$ cat config.mk
export PLATFORM = sky130hd
export DESIGN_NAME = match_scorer_flat
export DESIGN_NICKNAME = d
export VERILOG_FILES = /design/src/rtl/scorer_pkg.sv /design/src/rtl/match_scorer_if.sv /design/src/rtl/match_scorer_edge.sv /design/src/rtl/match_scorer.sv /design/src/flat_wrapper.sv
export SDC_FILE = /design/constraint.sdc
export NUM_CORES = 1
export LEC_CHECK = 0
export BUFFER_PORTS_ARGS = -buffer_cell sky130_fd_sc_hd__buf_4
export CORE_MARGIN = 2
export CORE_UTILIZATION = 45
export DETAILED_ROUTE_END_ITERATION = 16
export RECOVER_POWER = 100
export SLEW_MARGIN = 20
export SYNTH_ARGS = -nofsm -noshare
export SYNTH_HDL_FRONTEND = slang
export SYNTH_SLANG_ARGS = --single-unit
$ cat constraint.sdc
create_clock -name CLOCK_50 -period 4.7 [get_ports CLOCK_50]
set_input_delay 0.235 -clock CLOCK_50 [delete_from_list [all_inputs] [get_ports CLOCK_50]]
set_output_delay 0.235 -clock CLOCK_50 [all_outputs]
set_load 0.05 [all_outputs]
$ cat src/rtl/scorer_pkg.sv
// Shared encodings for the match scorer: FSM states and serve side.
package scorer_pkg;

    typedef enum logic [1:0] {
        PLAY       = 2'd0,
        ROUND_END  = 2'd1,
        MATCH_OVER = 2'd2
    } state_e;

    localparam logic SERVE_P1 = 1'b0;
    localparam logic SERVE_P2 = 1'b1;

endpackage

$ cat src/rtl/match_scorer_if.sv
// Bundle between the collision logic / display side and the match scorer.
interface match_scorer_if #(
    parameter int SCORE_W = 4,
    parameter int ROUND_W = 4
);
    logic               tick_en;
    logic               p1_point;
    logic               p2_point;
    logic               new_match;
    logic [SCORE_W-1:0] p1_score;
    logic [SCORE_W-1:0] p2_score;
    logic [ROUND_W-1:0] p1_rounds;
    logic [ROUND_W-1:0] p2_rounds;
    logic               round_over;
    logic               match_over;
    logic               p1_winner;
    logic               p2_winner;
    logic               serve;

    modport master (
        output tick_en, p1_point, p2_point, new_match,
        input  p1_score, p2_score, p1_rounds, p2_rounds,
        input  round_over, match_over, p1_winner, p2_winner, serve
    );

    modport slave (
        input  tick_en, p1_point, p2_point, new_match,
        output p1_score, p2_score, p1_rounds, p2_rounds,
        output round_over, match_over, p1_winner, p2_winner, serve
    );
endinterface

$ cat src/rtl/match_scorer_edge.sv
// Tick-qualified rising-edge detector; history only advances on ticks.
module tick_edge_detect (
    input  logic clk,
    input  logic Resetn,
    input  logic tick_en,
    input  logic in,
    output logic rise
);
    logic prev_r;

    // Edge history register, frozen between ticks
    always_ff @(posedge clk or negedge Resetn) begin
        if (!Resetn) begin
            prev_r <= 1'b0;
        end else if (tick_en) begin
            prev_r <= in;
        end else begin
            prev_r <= prev_r;
        end
    end

    assign rise = tick_en & in & ~prev_r;
endmodule

$ cat src/rtl/match_scorer.sv
// Two-player point/round/match keeper with win-by margin, deuce folding and a timed round-end hold.
module match_scorer
    import scorer_pkg::*;
#(
    parameter int POINTS_TO_WIN = 9,
    parameter int ROUNDS_TO_WIN = 2,
    parameter int WIN_BY        = 1,
    parameter int SCORE_W       = 4,
    parameter int ROUND_W       = 4,
    parameter int HOLD_TICKS    = 100
) (
    input  logic           CLOCK_50,
    input  logic           Resetn,
    match_scorer_if.slave  bus
);
    localparam int HOLD_W = $clog2(HOLD_TICKS + 1);
    // two spare bits so scorer+1 and other+WIN_BY cannot overflow
    localparam int CW     = SCORE_W + 2;

    localparam logic [CW-1:0]      WIN_PTS    = CW'(POINTS_TO_WIN);
    localparam logic [CW-1:0]      FOLD_PTS   = CW'(POINTS_TO_WIN - 1);
    localparam logic [CW-1:0]      LEAD       = CW'(WIN_BY);
    localparam logic [SCORE_W-1:0] FOLD_SCORE = SCORE_W'(POINTS_TO_WIN - 1);
    localparam logic [ROUND_W-1:0] ROUND_LIM  = ROUND_W'(ROUNDS_TO_WIN);
    localparam logic [HOLD_W-1:0]  HOLD_INIT  = HOLD_W'(HOLD_TICKS);

    logic p1_rise_s, p2_rise_s, nm_rise_s;

    tick_edge_detect u_p1_edge (.clk(CLOCK_50), .Resetn(Resetn), .tick_en(bus.tick_en), .in(bus.p1_point),  .rise(p1_rise_s));
    tick_edge_detect u_p2_edge (.clk(CLOCK_50), .Resetn(Resetn), .tick_en(bus.tick_en), .in(bus.p2_point),  .rise(p2_rise_s));
    tick_edge_detect u_nm_edge (.clk(CLOCK_50), .Resetn(Resetn), .tick_en(bus.tick_en), .in(bus.new_match), .rise(nm_rise_s));

    state_e             state_r, state_nxt_s;
    logic [SCORE_W-1:0] p1_score_r, p2_score_r, p1_score_nxt_s, p2_score_nxt_s;
    logic [ROUND_W-1:0] p1_rounds_r, p2_rounds_r, p1_rounds_nxt_s, p2_rounds_nxt_s;
    logic [HOLD_W-1:0]  hold_r, hold_nxt_s;
    logic               serve_r, serve_nxt_s;
    logic               p1_win_r, p2_win_r, p1_win_nxt_s, p2_win_nxt_s;
    logic               round_over_r, match_over_r;
    logic [CW-1:0]      scorer_s, other_s, scorer_inc_s;
    logic               round_won_s, fold_s;

    // State and counter registers; every output is taken from here
    always_ff @(posedge CLOCK_50 or negedge Resetn) begin
        if (!Resetn) begin
            state_r      <= PLAY;
            p1_score_r   <= {SCORE_W{1'b0}};
            p2_score_r   <= {SCORE_W{1'b0}};
            p1_rounds_r  <= {ROUND_W{1'b0}};
            p2_rounds_r  <= {ROUND_W{1'b0}};
            hold_r       <= {HOLD_W{1'b0}};
            serve_r      <= SERVE_P1;
            p1_win_r     <= 1'b0;
            p2_win_r     <= 1'b0;
            round_over_r <= 1'b0;
            match_over_r <= 1'b0;
        end else begin
            state_r      <= state_nxt_s;
            p1_score_r   <= p1_score_nxt_s;
            p2_score_r   <= p2_score_nxt_s;
            p1_rounds_r  <= p1_rounds_nxt_s;
            p2_rounds_r  <= p2_rounds_nxt_s;
            hold_r       <= hold_nxt_s;
            serve_r      <= serve_nxt_s;
            p1_win_r     <= p1_win_nxt_s;
            p2_win_r     <= p2_win_nxt_s;
            round_over_r <= (state_nxt_s == ROUND_END);
            match_over_r <= (state_nxt_s == MATCH_OVER);
        end
    end

    // Next-state logic; rise strobes are already tick-qualified
    always_comb begin
        state_nxt_s     = state_r;
        p1_score_nxt_s  = p1_score_r;
        p2_score_nxt_s  = p2_score_r;
        p1_rounds_nxt_s = p1_rounds_r;
        p2_rounds_nxt_s = p2_rounds_r;
        hold_nxt_s      = hold_r;
        serve_nxt_s     = serve_r;
        p1_win_nxt_s    = p1_win_r;
        p2_win_nxt_s    = p2_win_r;

        scorer_s     = p1_rise_s ? {2'b00, p1_score_r} : {2'b00, p2_score_r};
        other_s      = p1_rise_s ? {2'b00, p2_score_r} : {2'b00, p1_score_r};
        scorer_inc_s = scorer_s + CW'(1);
        round_won_s  = (scorer_inc_s >= WIN_PTS) && (scorer_inc_s >= other_s + LEAD);
        fold_s       = (scorer_inc_s == other_s) && (scorer_inc_s >= FOLD_PTS);

        if (nm_rise_s) begin
            state_nxt_s     = PLAY;
            p1_score_nxt_s  = {SCORE_W{1'b0}};
            p2_score_nxt_s  = {SCORE_W{1'b0}};
            p1_rounds_nxt_s = {ROUND_W{1'b0}};
            p2_rounds_nxt_s = {ROUND_W{1'b0}};
            hold_nxt_s      = {HOLD_W{1'b0}};
            serve_nxt_s     = SERVE_P1;
            p1_win_nxt_s    = 1'b0;
            p2_win_nxt_s    = 1'b0;
        end else begin
            case (state_r)
                PLAY: begin
                    if (p1_rise_s ^ p2_rise_s) begin
                        if (round_won_s) begin
                            state_nxt_s = ROUND_END;
                            hold_nxt_s  = HOLD_INIT;
                            if (p1_rise_s) begin
                                p1_score_nxt_s  = scorer_inc_s[SCORE_W-1:0];
                                p1_rounds_nxt_s = p1_rounds_r + ROUND_W'(1);
                                serve_nxt_s     = SERVE_P2;
                            end else begin
                                p2_score_nxt_s  = scorer_inc_s[SCORE_W-1:0];
                                p2_rounds_nxt_s = p2_rounds_r + ROUND_W'(1);
                                serve_nxt_s     = SERVE_P1;
                            end
                        end else if (fold_s) begin
                            p1_score_nxt_s = FOLD_SCORE;
                            p2_score_nxt_s = FOLD_SCORE;
                        end else if (p1_rise_s) begin
                            p1_score_nxt_s = scorer_inc_s[SCORE_W-1:0];
                        end else begin
                            p2_score_nxt_s = scorer_inc_s[SCORE_W-1:0];
                        end
                    end else begin
                        state_nxt_s = PLAY;
                    end
                end
                ROUND_END: begin
                    if (bus.tick_en) begin
                        // serve points at the loser, so it also identifies the round winner
                        if (hold_r <= HOLD_W'(1)) begin
                            hold_nxt_s     = {HOLD_W{1'b0}};
                            p1_score_nxt_s = {SCORE_W{1'b0}};
                            p2_score_nxt_s = {SCORE_W{1'b0}};
                            if ((serve_r == SERVE_P2) && (p1_rounds_r == ROUND_LIM)) begin
                                state_nxt_s  = MATCH_OVER;
                                p1_win_nxt_s = 1'b1;
                            end else if ((serve_r == SERVE_P1) && (p2_rounds_r == ROUND_LIM)) begin
                                state_nxt_s  = MATCH_OVER;
                                p2_win_nxt_s = 1'b1;
                            end else begin
                                state_nxt_s = PLAY;
                            end
                        end else begin
                            hold_nxt_s = hold_r - HOLD_W'(1);
                        end
                    end else begin
                        hold_nxt_s = hold_r;
                    end
                end
                MATCH_OVER: begin
                    state_nxt_s = MATCH_OVER;
                end
                default: begin
                    state_nxt_s = PLAY;
                    hold_nxt_s  = {HOLD_W{1'b0}};
                end
            endcase
        end
    end

    assign bus.p1_score   = p1_score_r;
    assign bus.p2_score   = p2_score_r;
    assign bus.p1_rounds  = p1_rounds_r;
    assign bus.p2_rounds  = p2_rounds_r;
    assign bus.round_over = round_over_r;
    assign bus.match_over = match_over_r;
    assign bus.p1_winner  = p1_win_r;
    assign bus.p2_winner  = p2_win_r;
    assign bus.serve      = serve_r;
endmodule
$ cat src/flat_wrapper.sv
// flat-port wrapper written by rule: the top's interface ports become plain ports
module match_scorer_flat import scorer_pkg::*;
#(
    parameter int POINTS_TO_WIN = 9,
    parameter int ROUNDS_TO_WIN = 2,
    parameter int WIN_BY        = 1,
    parameter int SCORE_W       = 4,
    parameter int ROUND_W       = 4,
    parameter int HOLD_TICKS    = 100
)
  (CLOCK_50, Resetn, bus_tick_en, bus_p1_point, bus_p2_point, bus_new_match, bus_p1_score, bus_p2_score, bus_p1_rounds, bus_p2_rounds, bus_round_over, bus_match_over, bus_p1_winner, bus_p2_winner, bus_serve);
  match_scorer_if #(.SCORE_W(SCORE_W), .ROUND_W(ROUND_W)) bus_i ();
  input  logic CLOCK_50;
  input  logic Resetn;
  input wire logic [$bits(bus_i.tick_en)-1:0] bus_tick_en;
  input wire logic [$bits(bus_i.p1_point)-1:0] bus_p1_point;
  input wire logic [$bits(bus_i.p2_point)-1:0] bus_p2_point;
  input wire logic [$bits(bus_i.new_match)-1:0] bus_new_match;
  output wire logic [$bits(bus_i.p1_score)-1:0] bus_p1_score;
  output wire logic [$bits(bus_i.p2_score)-1:0] bus_p2_score;
  output wire logic [$bits(bus_i.p1_rounds)-1:0] bus_p1_rounds;
  output wire logic [$bits(bus_i.p2_rounds)-1:0] bus_p2_rounds;
  output wire logic [$bits(bus_i.round_over)-1:0] bus_round_over;
  output wire logic [$bits(bus_i.match_over)-1:0] bus_match_over;
  output wire logic [$bits(bus_i.p1_winner)-1:0] bus_p1_winner;
  output wire logic [$bits(bus_i.p2_winner)-1:0] bus_p2_winner;
  output wire logic [$bits(bus_i.serve)-1:0] bus_serve;
  assign bus_i.tick_en = bus_tick_en;
  assign bus_i.p1_point = bus_p1_point;
  assign bus_i.p2_point = bus_p2_point;
  assign bus_i.new_match = bus_new_match;
  assign bus_p1_score = bus_i.p1_score;
  assign bus_p2_score = bus_i.p2_score;
  assign bus_p1_rounds = bus_i.p1_rounds;
  assign bus_p2_rounds = bus_i.p2_rounds;
  assign bus_round_over = bus_i.round_over;
  assign bus_match_over = bus_i.match_over;
  assign bus_p1_winner = bus_i.p1_winner;
  assign bus_p2_winner = bus_i.p2_winner;
  assign bus_serve = bus_i.serve;
  match_scorer #(.POINTS_TO_WIN(POINTS_TO_WIN), .ROUNDS_TO_WIN(ROUNDS_TO_WIN), .WIN_BY(WIN_BY), .SCORE_W(SCORE_W), .ROUND_W(ROUND_W), .HOLD_TICKS(HOLD_TICKS)) u_core (.CLOCK_50(CLOCK_50), .Resetn(Resetn), .bus(bus_i));
endmodule
; ---- Word level (Yosys, flattened, before mapping)
; Cells that the tools add are included.
[word_totals]
register_bits = 33
elab_cells = 126
out_inout_bits = 21
input_bits = 6
[classes]
magnitude_cmp = 4
n_eq_ne = 14
n_addsub = 5
bitwise = 11
n_mux = 56
reduce_logical = 22
[ops]
columns = operator, count
row1 = two-way mux 4 bit, 24
row2 = two-way mux 7 bit, 5
row3 = case mux 7 bit (3 select lines), 1
row4 = AND reduction 4 bit, 5
row5 = nonzero test 2 bit, 9
row6 = two-way mux 1 bit, 16
row7 = case mux 4 bit (2 select lines), 2
row8 = two-way mux 2 bit, 7
row9 = "adder 6 x 1 -> 6 bit, second input constant", 2
row10 = "greater-or-equal comparator 6 x 4 -> 1 bit, second input constant", 2
row11 = "inequality test 3 x 1 -> 1 bit, second input constant", 3
row12 = "adder 4 x 1 -> 4 bit, second input constant", 2
row13 = "equality test 4 x 2 -> 1 bit, second input constant", 2
row14 = "less-or-equal comparator 7 x 1 -> 1 bit, second input constant", 1
row15 = "subtractor 7 x 1 -> 7 bit, second input constant", 1
row16 = AND 1 bit, 6
row17 = equality test 6 bit, 1
row18 = greater-or-equal comparator 6 bit, 1
row19 = case mux 2 bit (3 select lines), 1
row20 = AND reduction 5 bit, 1
row21 = "equality test 2 x 1 -> 1 bit, second input constant", 2
row22 = "equality test 2 bit, second input constant", 2
row23 = logical AND 1 bit, 4
row24 = "inequality test 2 x 1 -> 1 bit, second input constant", 2
row25 = other kinds (7), 10

; ---- Longest topological paths before layout
[logic_depth]
word_depth = 11
ltp_mapped = 18
depth_no_buf = 13

; ---- Hierarchy
; From an unflattened synthesis, not the netlist that was laid out.
[unflattened]
hier_cells = 290
area_unflattened_um2 = 2588.7
[by_module_without_submodules]
columns = mod, n_inst, area_each_um2, cells_each, seq_area_each_um2
row1 = match_scorer, 1, 2438.6, 281, 750.7
row2 = tick_edge_detect, 3, 50.0, 3, 25.0

; ---- Least setup slack after synthesis
; OpenSTA, ideal clock, no wires.
[synth_timing]
path_kind = reg-to-reg
from = reg u_core.u_p1_edge.prev_r
to = reg u_core.p1_rounds_r[3], in the netlist u_core.bus.p1_rounds[3]
slack_ns = 1.158
path_stages_with_launch = 17
arrival_time_ns = 3.464
setup_time_ns = 0.078
period_less_slack_ns = 3.542
t_required_ns = 4.622
path_buffers = 4
path_cell_list = dfrtp_1 and3b_1 buf_6 clkbuf_1 clkbuf_1 nand2_1 nand2_1 ha_1 buf_2 xnor2_1 ha_1 o2111ai_1 inv_1 a21oi_2 or4b_4 or4_1 a21oi_1
[synth_between]
elab_chain_cells = 8
word_cells_on_any_way = 14
cone_classes = 2 x add/sub / 2 x order compare / 2 x mux / 3 x bitwise / 5 x reduce/logical
[synth_lines]
columns = element, line_no
row1 = start: declaration, match_scorer_edge.sv:9  ; logic prev_r;
row2 = start signal: assignment, match_scorer_edge.sv:16  ; prev_r <= in;
row3 = start signal: assignment, match_scorer_edge.sv:18  ; prev_r <= prev_r;
row4 = NOT 1 bit *, match_scorer_edge.sv:22  ; assign rise = tick_en & in & ~prev_r;
row5 = AND 1 bit *, match_scorer_edge.sv:22
row6 = two-way mux 4 bit (on tied branches), "match_scorer.sv:84, match_scorer.sv:85"
row7 = adder 6 x 1 -> 6 bit (on tied branches), "match_scorer.sv:86, match_scorer.sv:87"
row8 = greater-or-equal comparator 6 x 4 -> 1 bit or greater-or-equal comparator 6 bit (tied branches), match_scorer.sv:87  ; round_won_s = (scorer_inc_s >= WIN_PTS) && (scorer_inc_s >= other_s + LEAD);
row9 = logical AND 1 bit, match_scorer.sv:87
row10 = nonzero test 2 bit (no source line), --
row11 = AND reduction 4 bit (no source line) *, --
row12 = end signal: assignment, match_scorer.sv:49  ; p1_rounds_r <= {ROUND_W{1'b0}};
row13 = end signal: assignment, match_scorer.sv:61  ; p1_rounds_r <= p1_rounds_nxt_s;
row14 = end: declaration, match_scorer.sv:35  ; logic [ROUND_W-1:0] p1_rounds_r, p2_rounds_r, p1_rounds_nxt_s, p2_rounds_nxt_s;
; Every way passes the cells marked *; elsewhere a longest branch is shown, timed or not.
; A chain may end at the register's enable or synchronous reset.

; ---- Worst setup path after layout
[layout_timing]
from = reg u_core.u_p1_edge.prev_r
to = reg u_core.p2_rounds_r[3], in the netlist u_core.bus.p2_rounds[3]
[layout_between]
elab_chain_cells = 8
word_cells_on_any_way = 14
cone_classes = 2 x add/sub / 2 x order compare / 1 x eq/ne / 2 x mux / 3 x bitwise / 4 x reduce/logical
[layout_lines]
columns = element, line_no
row1 = NOT 1 bit *, match_scorer_edge.sv:22
row2 = AND 1 bit *, match_scorer_edge.sv:22
row3 = two-way mux 4 bit (on tied branches), "match_scorer.sv:84, match_scorer.sv:85"
row4 = adder 6 x 1 -> 6 bit (on tied branches), "match_scorer.sv:86, match_scorer.sv:87"
row5 = greater-or-equal comparator 6 x 4 -> 1 bit or greater-or-equal comparator 6 bit (tied branches), match_scorer.sv:87
row6 = logical AND 1 bit, match_scorer.sv:87
row7 = nonzero test 2 bit (no source line), --
row8 = AND reduction 4 bit (no source line) *, --
row9 = end signal: assignment, match_scorer.sv:50  ; p2_rounds_r <= {ROUND_W{1'b0}};
row10 = end signal: assignment, match_scorer.sv:62  ; p2_rounds_r <= p2_rounds_nxt_s;
row11 = end: declaration, match_scorer.sv:35
; Marked as above.

==> results by group <==
Synthesis
  – Share of flip-flops with an asynchronous set or reset: 1.00
  – Number of instances in the synthesized netlist: 260
  – Net Count, Synth: 278
  – Top FF cell, synth: dfrtp_1
  – Sequential fraction of the synthesis area: 0.363
  – Syn Std Cell Area: 2270 um^2
  – Avg Inst Size Synth: 8.74 um^2
  – Flip-flop and latch count after synthesis: 33
  – Proportion of netlist area held by the largest area contributor: 0.363
  – Post-synth cell types: 56
  – Number of synthesized flops with an enable pin: 0
  – Ys Warns: 0
  – Largest cells by area after synthesis: dfrtp_1, ha_1, nand2_1, nand3_1, o21ai_0
  – Post-synthesis cell type with the largest combined area: dfrtp_1

CTS
  – Max Root-Sink Buffers: 2
  – H-tree depth reported by CTS: 2
  – Cts repair resizes: 0
  – Number of clock buffers inserted by TritonCTS: 5
  – Insertion delay to the later sink of the worst-skew pair: 0.28 ns
  – Buffer type at the clock tree root: clkbuf_8
  – Clock transition at the registers of the reported paths: 0.07 ns
  – TritonCTS clock tree: built
  – Clock net sink count: 33

STA
  – Final total negative setup slack: 0 ns
  – Setup skew after layout: 0.00461 ns
  – Rel. slew slack: -0.199
  – Number of setup violations in the final report: 0
  – Setup repair after global routing missed its margin: no
  – Achievable clock frequency: 249 MHz
  – Measured slew at the worst slew-check pin: 1.80 ns
  – Min cycle time layout: 4.02 ns
  – Count of final hold-check violations: 0
  – Crit share post-route: 0.855
  – Max-slew violation count: 34
  – Final setup margin: 0.682 ns

Floorplan
  – Die ar.: 5640 um^2
  – Boundary pin count: 27
  – Die height: 75.1 um
  – Area of the placeable core: 4790 um^2
  – Placement Rows: 25
  – Initial Util: 0.475
  – Width of the die: 75.1 um

Global route
  – Vias in the first global route: 1,744
  – Antenna violations before repair: 0
  – Total congestion overflow: 0
  – Pin count of the biggest net entering global routing: 34
  – Overall routing resource usage: 0.198
  – Global-route wire length before repair: 8600 um

Layout
  – Growth of design area from synthesis to finish: 8.37%
  – Share of layout cells above drive strength 1: 0.0688
  – Antenna fix cells: 0
  – Top library cells by usage in the layout, fill and taps aside: nand2_1, dfrtp_1, clkbuf_1
  – Most common cell after layout, fill and taps aside: nand2_1
  – Fill count: 479
  – Nets: 295

Setup path
  – Peak fanout along the critical path: 22
  – Data arrival time of the critical path: 4.22 ns
  – Crit end category: register
  – Category of the worst setup path launch point: register
  – Worst endpoint required time: 4.91 ns
  – Crit Path Class: reg -> reg

Pwr
  – Switching power of the nets: 0.368 mW
  – Lkg Pwr: 1.06 nW
  – Switching portion of total power: 0.412
  – Worst vdd rail ir drop: 204 uV
  – Power per cell area: 363 nW/um^2
  – Part of the power in combinational logic: 0.388
  – Internal Power: 0.525 mW
  – Portion of total power attributed to sequential cells: 0.395
  – Total chip power: 0.893 mW
  – Fraction of power consumed by the clock network: 0.217

Placed design
  – Total of buffers placed on input and output ports: 26
  – Post-detail-place hpwl: 3620 um
  – Final weighted congestion in routability-driven placement: 0.940
  – Placement Setup Slack: 0.859 ns

Detailed routing
  – DR iter-0 viols: 158
  – First drt pass iteration count: 5
  – Remaining number of nets flagged by the antenna check after routing: 0
  – Wire length after detailed routing: 5100 um
  – Via Count: 1,906
  – Per-cell routed wire length: 14.9 um
  – Post-DR vias/cell: 5.56
  – Count of unresolved DRC violations after routing: 0

Flow run
  – Max Cap Viol: 1

Status
  – Result of the run: complete, but fails checks
  – Violated checks: capacitance limit, slew limit

Hold path
  – Kind of path behind the tightest hold check: in -> reg
[cell usage after synthesis, types with 2 or more instances]
master    number
o22a_1         2
and2_1         2
clkbuf_1      11
o21ai_0       16
a31oi_1        3
xnor2_1        9
o31ai_1        2
nand3_1       16
a211oi_1       5
nand2b_1       4
o41ai_1        2
a221oi_1       3
a21oi_1       14
buf_2          4
nor3b_1        2
buf_1          2
dfrtp_1       33
mux2_2         3
mux2i_1        5
a32o_1         2
nor2_1        19
ha_1          12
nand2_1       35
xor2_1         2
a221o_1        2
nor3_1         5
inv_1         10
nor4_1         2
a41o_1         2
or4_1          3
or3_1          3
[logic make-up after synthesis]
logic type                 synth area share
muxes                                0.0528
xor gates and xnor gates             0.0424
buffers and inverters                0.0550
and+or+nand+nor                       0.237
DFF                                   0.363
AOI/OAI and AO/OA                     0.184
adders and majority gates            0.0660
[routing by layer]
| metal | GRT usage | routed length, um | up-vias |
|---|---|---|---|
| li1 | - | - | 974 |
| met1 | 0.304 | 2610 | 888 |
| met2 | 0.289 | 2250 | 38 |
| met3 | 0.0321 | 192 | 6 |
| met4 | 0.0476 | 43 | 0 |
| met5 | 0 | 0 | - |
[sequential cells by signal (all words and copies together) (netlist names)]
name	count
u_core.bus.p2_score	4
u_core.u_nm_edge.prev_r	1
u_core.hold_r	7
u_core.bus.p1_score	4
u_core.state_r	2
u_core.u_p1_edge.prev_r	1
u_core.bus.match_over	1
u_core.bus.p1_winner	1
u_core.bus.round_over	1
u_core.bus.serve	1
u_core.bus.p1_rounds	4
u_core.bus.p2_rounds	4
u_core.u_p2_edge.prev_r	1
u_core.bus.p2_winner	1
[power groups by stage]
stage / registers, mW / clock network [mW] / logic, mW
floorplan: 0.389 / 0 / 0.258
global placement: 0.356 / 0 / 0.369
detailed placement: 0.357 / 0 / 0.374
CTS: 0.352 / 0.203 / 0.377
global route: 0.356 / 0.215 / 0.389
finish: 0.353 / 0.194 / 0.347
[what timing repair did]
action                                 CTS  global route
hold buffers                             1             0
endpoints found under the hold margin   33             0
setup buffers                            0             0
[path summary, 6_finish.rpt]
| kind | end | cells after the start | slack [ns] | start |
|---|---|---|---|---|
| worst max-delay path | u_core.bus.p2_rounds[3] | 13 | 0.68 | u_core.u_p1_edge.prev_r |
| worst max register to register | u_core.bus.p2_rounds[3] | 13 | 0.68 | u_core.u_p1_edge.prev_r |
| max in group asynchronous | u_core.u_p1_edge.prev_r | 2 | 2.68 | Resetn |
| worst min-delay path | u_core.u_p2_edge.prev_r | 2 | 0.20 | bus_p2_point |
| min in group asynchronous | u_core.bus.p1_winner | 2 | 0.98 | Resetn |
| worst min register to register | u_core.u_p2_edge.prev_r | 1 | 0.51 | u_core.u_p2_edge.prev_r |
[critical path: stages, from the launching register on]
cell and delay, ns:
dfrtp_1 0.39, and3b_1 0.78, nand2_1 0.11, nand2_1 0.10, ha_1 0.35, inv_1 0.10, a21oi_1 0.14, ha_1 0.19
o2111ai_1 0.15, inv_1 0.09, a21oi_1 0.10, or4b_1 0.75, or4_1 0.54, a21oi_1 0.15
[final cells by class]
| cell class | count | area [um^2] | area share |
|---|---|---|---|
| Clock buffer | 5 | 68.8 | 0.0279 |
| Inverter | 10 | 37.5 | 0.0152 |
| Tap cell | 67 | 83.8 | 0.0340 |
| Multi-Input combinational cell | 198 | 1310 | 0.531 |
| Timing Repair Buffer | 29 | 134 | 0.0543 |
| Clock inverter | 1 | 5.00 | 0.00203 |
| Sequential cell | 33 | 826 | 0.335 |
[stage by stage]
step | cells | area (um^2) | hold slack (ns) | utilization
2_1_floorplan | 260 | 2270 | -0.0606 | -
3_3_place_gp | 336 | 2480 | 0.205 | 0.518
3_5_place_dp | 336 | 2480 | 0.210 | 0.518
4_1_cts | 343 | 2560 | 0.190 | 0.536
5_1_grt | 343 | 2460 | 0.192 | 0.515
6_report | 343 | 2460 | 0.198 | 0.515
Note: power is estimated with default switching activity, not from simulation.
